$ cat src/rtl/operand_fetch.sv
// operand_fetch
//   Operand-fetch / issue stage between decode and execute. Decoded
//   instructions arrive over a valid/ready handshake, their source
//   registers are read from the register file combinationally, and the
//   instruction is held back while a read-after-write or write-after-write
//   hazard exists against a 32-entry pending-write scoreboard. Accepted
//   instructions are issued through a single-entry output register.
//   Writeback commits clear scoreboard bits.
//
// Configuration macro:
//   OPFETCH_BYPASS_EN - when defined, a writeback landing in the same cycle
//                       as a dependent instruction forwards wb_data into the
//                       operand and releases the hazard in that cycle.
//
// Ports:
//   clk, rst_n                   clock, synchronous active-low reset
//   in_valid / in_ready          upstream handshake
//   in_rs1, in_rs2, in_rd        source / destination register addresses
//   in_use_rs1, in_use_rs2       source operand is actually read
//   in_writes_rd                 instruction writes in_rd
//   in_pc, in_ctrl               pass-through payload
//   rf_rs1, rf_rs2               register-file read addresses
//   rf_rv1, rf_rv2               register-file read data (combinational)
//   out_valid / out_ready        downstream handshake
//   out_op1, out_op2             captured operands
//   out_rd, out_writes_rd        destination info
//   out_pc, out_ctrl             pass-through payload
//   wb_valid, wb_rd, wb_data     writeback commit (also writes the RF)
//   sb_pending                   scoreboard; bit r = write to xr outstanding

module operand_fetch #(
  parameter int XLEN  = 32,
  parameter int CTRLW = 32
) (
  input  logic             clk,
  input  logic             rst_n,
  input  logic             in_valid,
  output logic             in_ready,
  input  logic [4:0]       in_rs1,
  input  logic [4:0]       in_rs2,
  input  logic [4:0]       in_rd,
  input  logic             in_use_rs1,
  input  logic             in_use_rs2,
  input  logic             in_writes_rd,
  input  logic [31:0]      in_pc,
  input  logic [CTRLW-1:0] in_ctrl,
  output logic [4:0]       rf_rs1,
  output logic [4:0]       rf_rs2,
  input  logic [XLEN-1:0]  rf_rv1,
  input  logic [XLEN-1:0]  rf_rv2,
  output logic             out_valid,
  input  logic             out_ready,
  output logic [XLEN-1:0]  out_op1,
  output logic [XLEN-1:0]  out_op2,
  output logic [4:0]       out_rd,
  output logic             out_writes_rd,
  output logic [31:0]      out_pc,
  output logic [CTRLW-1:0] out_ctrl,
  input  logic             wb_valid,
  input  logic [4:0]       wb_rd,
  input  logic [XLEN-1:0]  wb_data,
  output logic [31:0]      sb_pending
);

  logic [31:0]     sb;
  logic [31:0]     sb_next;
  logic            fwd1;
  logic            fwd2;
  logic            fwd_rd;
  logic            src_haz1;
  logic            src_haz2;
  logic            waw_haz;
  logic            hazard;
  logic            accept;
  logic [XLEN-1:0] op1_val;
  logic [XLEN-1:0] op2_val;

  assign rf_rs1     = in_rs1;
  assign rf_rs2     = in_rs2;
  assign sb_pending = sb;

  // Forwarding matches: a writeback to the same nonzero register in this
  // cycle. Without the bypass build they are tied off, so the mux below
  // always picks the register file.
`ifdef OPFETCH_BYPASS_EN
  assign fwd1   = wb_valid && (wb_rd == in_rs1) && (in_rs1 != 5'd0);
  assign fwd2   = wb_valid && (wb_rd == in_rs2) && (in_rs2 != 5'd0);
  assign fwd_rd = wb_valid && (wb_rd == in_rd)  && (in_rd  != 5'd0);
`else
  assign fwd1   = 1'b0;
  assign fwd2   = 1'b0;
  assign fwd_rd = 1'b0;
`endif

  assign src_haz1 = in_use_rs1   && (in_rs1 != 5'd0) && sb[in_rs1] && !fwd1;
  assign src_haz2 = in_use_rs2   && (in_rs2 != 5'd0) && sb[in_rs2] && !fwd2;
  assign waw_haz  = in_writes_rd && (in_rd  != 5'd0) && sb[in_rd]  && !fwd_rd;
  assign hazard   = src_haz1 | src_haz2 | waw_haz;

  assign in_ready = rst_n && !hazard && (!out_valid || out_ready);
  assign accept   = in_valid && in_ready;

  // Operand selection: x0 and unused sources read as zero; a same-cycle
  // writeback wins over the (stale) register-file read data.
  always_comb begin
    op1_val = '0;
    op2_val = '0;
    if (in_use_rs1 && in_rs1 != 5'd0)
      op1_val = fwd1 ? wb_data : rf_rv1;
    if (in_use_rs2 && in_rs2 != 5'd0)
      op2_val = fwd2 ? wb_data : rf_rv2;
  end

  // Scoreboard update: writeback clears first, accept sets afterwards so a
  // same-cycle set and clear of one bit leaves it set. Bit 0 never sets.
  always_comb begin
    sb_next = sb;
    if (wb_valid && wb_rd != 5'd0)
      sb_next[wb_rd] = 1'b0;
    if (accept && in_writes_rd && in_rd != 5'd0)
      sb_next[in_rd] = 1'b1;
  end

  // Scoreboard and output register. An accept always overwrites the output
  // register (it is only allowed when the register is empty or draining);
  // otherwise a downstream transfer empties it and the data fields hold.
  always_ff @(posedge clk) begin
    if (!rst_n) begin
      sb            <= '0;
      out_valid     <= 1'b0;
      out_op1       <= '0;
      out_op2       <= '0;
      out_rd        <= '0;
      out_writes_rd <= 1'b0;
      out_pc        <= '0;
      out_ctrl      <= '0;
    end else begin
      sb <= sb_next;
      if (accept) begin
        out_valid     <= 1'b1;
        out_op1       <= op1_val;
        out_op2       <= op2_val;
        out_rd        <= in_rd;
        out_writes_rd <= in_writes_rd;
        out_pc        <= in_pc;
        out_ctrl      <= in_ctrl;
      end else if (out_valid && out_ready) begin
        out_valid <= 1'b0;
      end
    end
  end

endmodule

$ cat config.mk
export PLATFORM = sky130hd
export DESIGN_NAME = operand_fetch
export DESIGN_NICKNAME = d
export VERILOG_FILES = /design/src/rtl/operand_fetch.sv
export SDC_FILE = /design/constraint.sdc
export NUM_CORES = 1
export LEC_CHECK = 0
export CORE_AREA = 2 2 143 145
export CTS_BUF_LIST = sky130_fd_sc_hd__clkbuf_8
export DETAILED_ROUTE_END_ITERATION = 12
export DIE_AREA = 0 0 145 147
export PLACE_DENSITY = 0.79
export SLEW_MARGIN = 10
export SYNTH_ARGS = -nofsm -noshare
export SYNTH_HDL_FRONTEND = slang
export SYNTH_SLANG_ARGS = --single-unit
$ cat constraint.sdc
create_clock -name clk -period 3.7 [get_ports clk]
set_clock_uncertainty 0.15 [all_clocks]
set_input_delay 0.74 -clock clk [delete_from_list [all_inputs] [get_ports clk]]
set_output_delay 0.74 -clock clk [all_outputs]
set_load 0.02 [all_outputs]
# --- After elaboration in Yosys (flattened, before gate mapping) ---
# Index checks and enable logic that the tools add are counted.
word_totals:
  register_bits: 167
  in_bits: 188
  out_inout_bits: 178
  elab_cells: 58
op_classes:
  magnitude_cmp: 6
  mux: 16
  bitwise_logic: 5
  reduce_logical: 23
ops:
  columns: ["op", "count"]
  rows:
  - ["2-to-1 mux 32 bit", 4]
  - ["bitwise AND 32 bit", 1]
  - ["NOT 32 bit", 1]
  - ["bitwise OR 32 bit", 1]
  - ["< comparator 5 x 6 -> 1 bit (second input constant)", 4]
  - ["nonzero test 5 bit", 4]
  - ["binary-select mux 1 bit (select 5 bit)", 3]
  - ["logical AND 1 bit", 15]
  - ["demux 1 bit (select 5 bit)", 2]
  - [">= comparator 5 x 1 -> 1 bit (second input constant)", 2]
  - ["2-to-1 mux 1 bit", 7]
  - ["zero test 1 bit", 2]
  - ["bitwise OR 1 bit", 2]
  - ["nonzero test 2 bit", 1]
  - ["logical OR 1 bit", 1]

# --- Depth between registers and ports, before layout ---
logic_depth:
  word_depth: 12
  depth_mapped: 10
  depth_no_buf: 6

# --- Worst setup path after synthesis ---
# Ideal clock, no wire load.
synth_timing:
  path_type: "input -> output"
  from: "input in_rd[1]"
  to: "output in_ready"
  arrival_time_ps: 2371
  path_slack_ps: 439
  path_stages: 7
  path_buffers: 2
  path_cell_list: "clkbuf_1 > clkbuf_1 > mux4_2 > a22oi_1 > nand2_1 > o31ai_1 > and2_1"
synth_via:
  elab_chain_len: 7
synth_rtl:
  columns: ["item", "line", "text"]
  rows:
  - ["start, declared", "41", "input logic [4:0] in_rd,"]
  - ["binary-select mux 1 bit (select 5 bit) / nonzero test 5 bit (equally long branches)", "97", "assign waw_haz = in_writes_rd && (in_rd != 5'd0) && sb[in_rd] && !fwd_rd;"]
  - ["2-to-1 mux 1 bit (implied by the code) / logical AND 1 bit (equally long branches)", "97", null]
  - ["logical AND 1 bit (*)", "97", null]
  - ["bitwise OR 1 bit (*)", "98", "assign hazard = src_haz1 | src_haz2 | waw_haz;"]
  - ["zero test 1 bit (*)", "100", "assign in_ready = rst_n && !hazard && (!out_valid || out_ready);"]
  - ["logical AND 1 bit (*) (2 in a row)", "100", null]
  - ["end, declared", "38", "output logic in_ready,"]
# Mark *: on every way between the ends. The rest lies on a longest branch, timed or not. The select of a mux whose other input is x is not followed.

# --- Final worst setup path ---
layout_timing:
  from: "input in_rs1[1]"
  to: "output in_ready"
layout_via:
  elab_chain_len: 8
layout_rtl:
  columns: ["item", "line", "text"]
  rows:
  - ["start, declared", "39", "input logic [4:0] in_rs1,"]
  - ["binary-select mux 1 bit (select 5 bit) / nonzero test 5 bit (equally long branches)", "95", "assign src_haz1 = in_use_rs1 && (in_rs1 != 5'd0) && sb[in_rs1] && !fwd1;"]
  - ["2-to-1 mux 1 bit (implied by the code) / logical AND 1 bit (equally long branches)", "95", null]
  - ["logical AND 1 bit (*)", "95", null]
  - ["bitwise OR 1 bit (*) (2 in a row)", "98", null]
  - ["zero test 1 bit (*)", "100", null]
  - ["logical AND 1 bit (*) (2 in a row)", "100", null]
# Marked as above.

==> flow_summary.yaml <==
outcome:
  status: "finished clean"
global_routing:
  antenna_found_initial: 0
  overflow: 0
  grt_usage_pct: 22.01
  grt_max_degree: 102
  grt_pass1_wl_mm: 37.63
  grt_pass1_vias: 7337
clocking:
  cts_buffers: 17
  clk_path_buf_depth: 2
  cts_tree: "done"
  clkTransAtPathRegs_ns: 0.10
  hold_buffers: 0
  clkLatencyLatePin_ns: 0.45
  htreeDepth: 4
  cts_num_sinks: 167
  cts_root_buf: "clkbuf_8"
sta:
  period_needed_ns: 3.666
  relSlewSlack_pct: 31.19
  setup_viol: 0
  fmaxAchievable_mhz: 272.8
  worstMarginPinSlew_ns: 1.032
  hold_viol: 0
  post-route-period-util_pct: 99.07
  maxSlewViolCount: 0
route:
  viasPerCell: 4.970
  via_count: 7142
  wire_per_inst_um: 16.78
  initialDrtViolationCount: 441
  ant_nets: 0
  firstDrtPassIters: 4
  drc: 0
  drt_wl_total_mm: 24.11
yosys:
  netlist_area_mm2: 0.007651
  ys_seq_elements: 167
  synth_area_per_cell_um2: 9.399
  yosysWarnings: 0
  synth-edff-count: 0
  yosysSeqAreaShare_pct: 43.70
  syn_inst: 814
  synth-async-reset-ratio_pct: 0
  synthFlopType: "dfxtp_1"
  yosys.cell_types.count: 39
  syn_nets: 1002
placed_design:
  numPortBuffers: 333
  place.gp.congestion: 0.9320
  place_area_mm2: 0.01135
  dp.cells: 1399
  dp_hpwl_mm: 17.72
floorplanning:
  die_area_mm2: 0.02132
  coreArea_mm2: 0.01984
  rows: 52
  ios: 366
  initial_core_util_pct: 38.56
  die_h_um: 147
  die_x_um: 145
layout:
  nets: 1341
  final_common_cell: "clkdlybuf4s50_1"
  area_growth_pct: 54.37
  final_cell_area_mm2: 0.01181
  layout_common_cells: "clkdlybuf4s50_1 (327), nand2_1 (208), dfxtp_1 (167)"
  layout.cells.non_filler: 1437
  drive_above_1_share_pct: 10.72
worst_setup_path:
  path_class: "in -> out"
  r2r_end: "sb_pending[2]$_SDFF_PN0_"
  cp-end-kind: "output port"
  crit_chain: "clkdlybuf4s50_1 -> or3_1 -> o31ai_1 -> a41oi_2 -> a32oi_2 -> and2_4 -> buf_4"
  cp.required_ns: 2.81
  path_buf_inv: 2
  max_stage_delay_ns: 0.52
  crit_path_start: "in_rs1[1]"
  cp.arrival_ns: 2.78
  crit_fanout: 6
  rrSetupSlack_ns: 0.93
  crit_path_start_kind: "input port"
  reg2reg_depth: 8
  cpMaxStageDelayCell: "clkdlybuf4s50_1"
  cpLargestDelayFamily: "compound AO/OA/AOI/OAI gates"
  r2r-start: "sb_pending[3]$_SDFF_PN0_"
power_and_ir_drop:
  p_per_area_mw_per_mm2: 357.1
  ir_drop_mv: 0.2319
  cellLeakagePower_nw: 5.260
hold_path:
  hold_path_depth: 2
  holdCritPathClass: "reg -> reg"
  hp-start: "out_ctrl[14]$_SDFFE_PN0P_"
  whs_endpoint: "out_ctrl[14]$_SDFFE_PN0P_"
flow_run:
  maxCapViolCount: 0
metal layers:
layer	up-vias	wire, µm	GRT usage, %	part of all wire [%]
met1	3325	8946	23.24	37
met2	318	12000	39.10	50
met3	65	2247	8.075	9.3
met4	0	914	10.40	3.8
met5	-	0	0	0
li1	3434	-	-	-
cell type report:
class	count	area (µm²)
inverters	72	270.3
diodes	1	2.502
fillers	1759	8033
well taps	270	337.8
flip-flops and latches	167	3343
repair buffers	388	3819
multi-input cells	507	3679
clock buffers	18	247.7
clock inverters	14	112.6
cell usage after synthesis, types with 4 or more instances:
cell	number	area, µm²
nand2_1	208	780.8
dfxtp_1	167	3343
mux2i_1	142	1421
inv_1	72	270.3
clkbuf_1	37	138.9
o211ai_1	31	232.7
o31ai_1	27	202.7
mux4_2	21	473.0
nand3_1	20	100.1
buf_6	14	157.7
buf_4	11	82.58
nand3b_1	8	60.06
o21ai_1	7	35.03
buf_2	5	25.02
nor2_1	5	18.77
or3b_2	4	35.03
through the flow:
step | total power [mW] | utilization [%] | setup WS (ns) | hold WS, ns | TNS [ns]
2_1_floorplan | 2.508 | - | 0.4388 | 0.3864 | 0
3_3_place_gp | 3.006 | 57.19 | -0.6496 | 0.2924 | -1.207
3_5_place_dp | 3.023 | 57.19 | -0.6868 | 0.2998 | -9.755
4_1_cts | 4.253 | 59.03 | 0.005020 | 0.3136 | 0
5_1_grt | 4.402 | 59.51 | -0.03294 | 0.3287 | -0.03294
6_report | 4.218 | 59.52 | 0.03449 | 0.3090 | 0
worst register-to-register path: stages, from the launching register on:
cell     delay [ns]
dfxtp_1        0.37
mux4_2         0.46
mux2_2         0.28
o31a_1         0.27
a32oi_2        0.27
buf_4          0.18
nand3_4        0.12
buf_4          0.28
o31ai_1        0.30
kinds of logic after synthesis:
| group | after synthesis | synth area share [%] |
|---|---|---|
| and+or+nand+nor | 263 | 14.65 |
| DFF | 167 | 43.70 |
| buffers and inverters | 140 | 8.863 |
| AOI/OAI and AO/OA | 79 | 7.735 |
| muxes | 165 | 25.05 |
where the power goes:
part	total, mW	leakage, nW	switching (mW)	internal, mW
Sequential	1.98	1.37	0.0593	1.92
Combinational	1.01	3.71	0.488	0.524
Clock	1.23	0.181	0.732	0.498
Total	4.22	5.26	1.28	2.94
state kept, by name, summed over array words and instances (netlist names):
register / flops
out_valid: 1
out_rd: 5
out_op2: 32
out_ctrl: 32
sb_pending: 32
out_writes_rd: 1
out_pc: 32
out_op1: 32
worst max path at each step:
stage / endpoint / cells past startpoint / slack [ns]
after floorplan: in_ready / 7 / 0.44
after global placement: in_ready / 7 / -0.65
after detailed placement: in_ready / 7 / -0.69
after CTS: in_ready / 9 / 0.005
after global routing: in_ready / 7 / -0.03
final: in_ready / 7 / 0.03
what timing repair did:
action,in CTS,in global routing
endpoints found under the setup margin,1,1
cloned,0,1
gates resized for setup,7,10
pin swaps,1,3
setup buffers,0,4
Note: power is estimated with default switching activity, not from simulation.
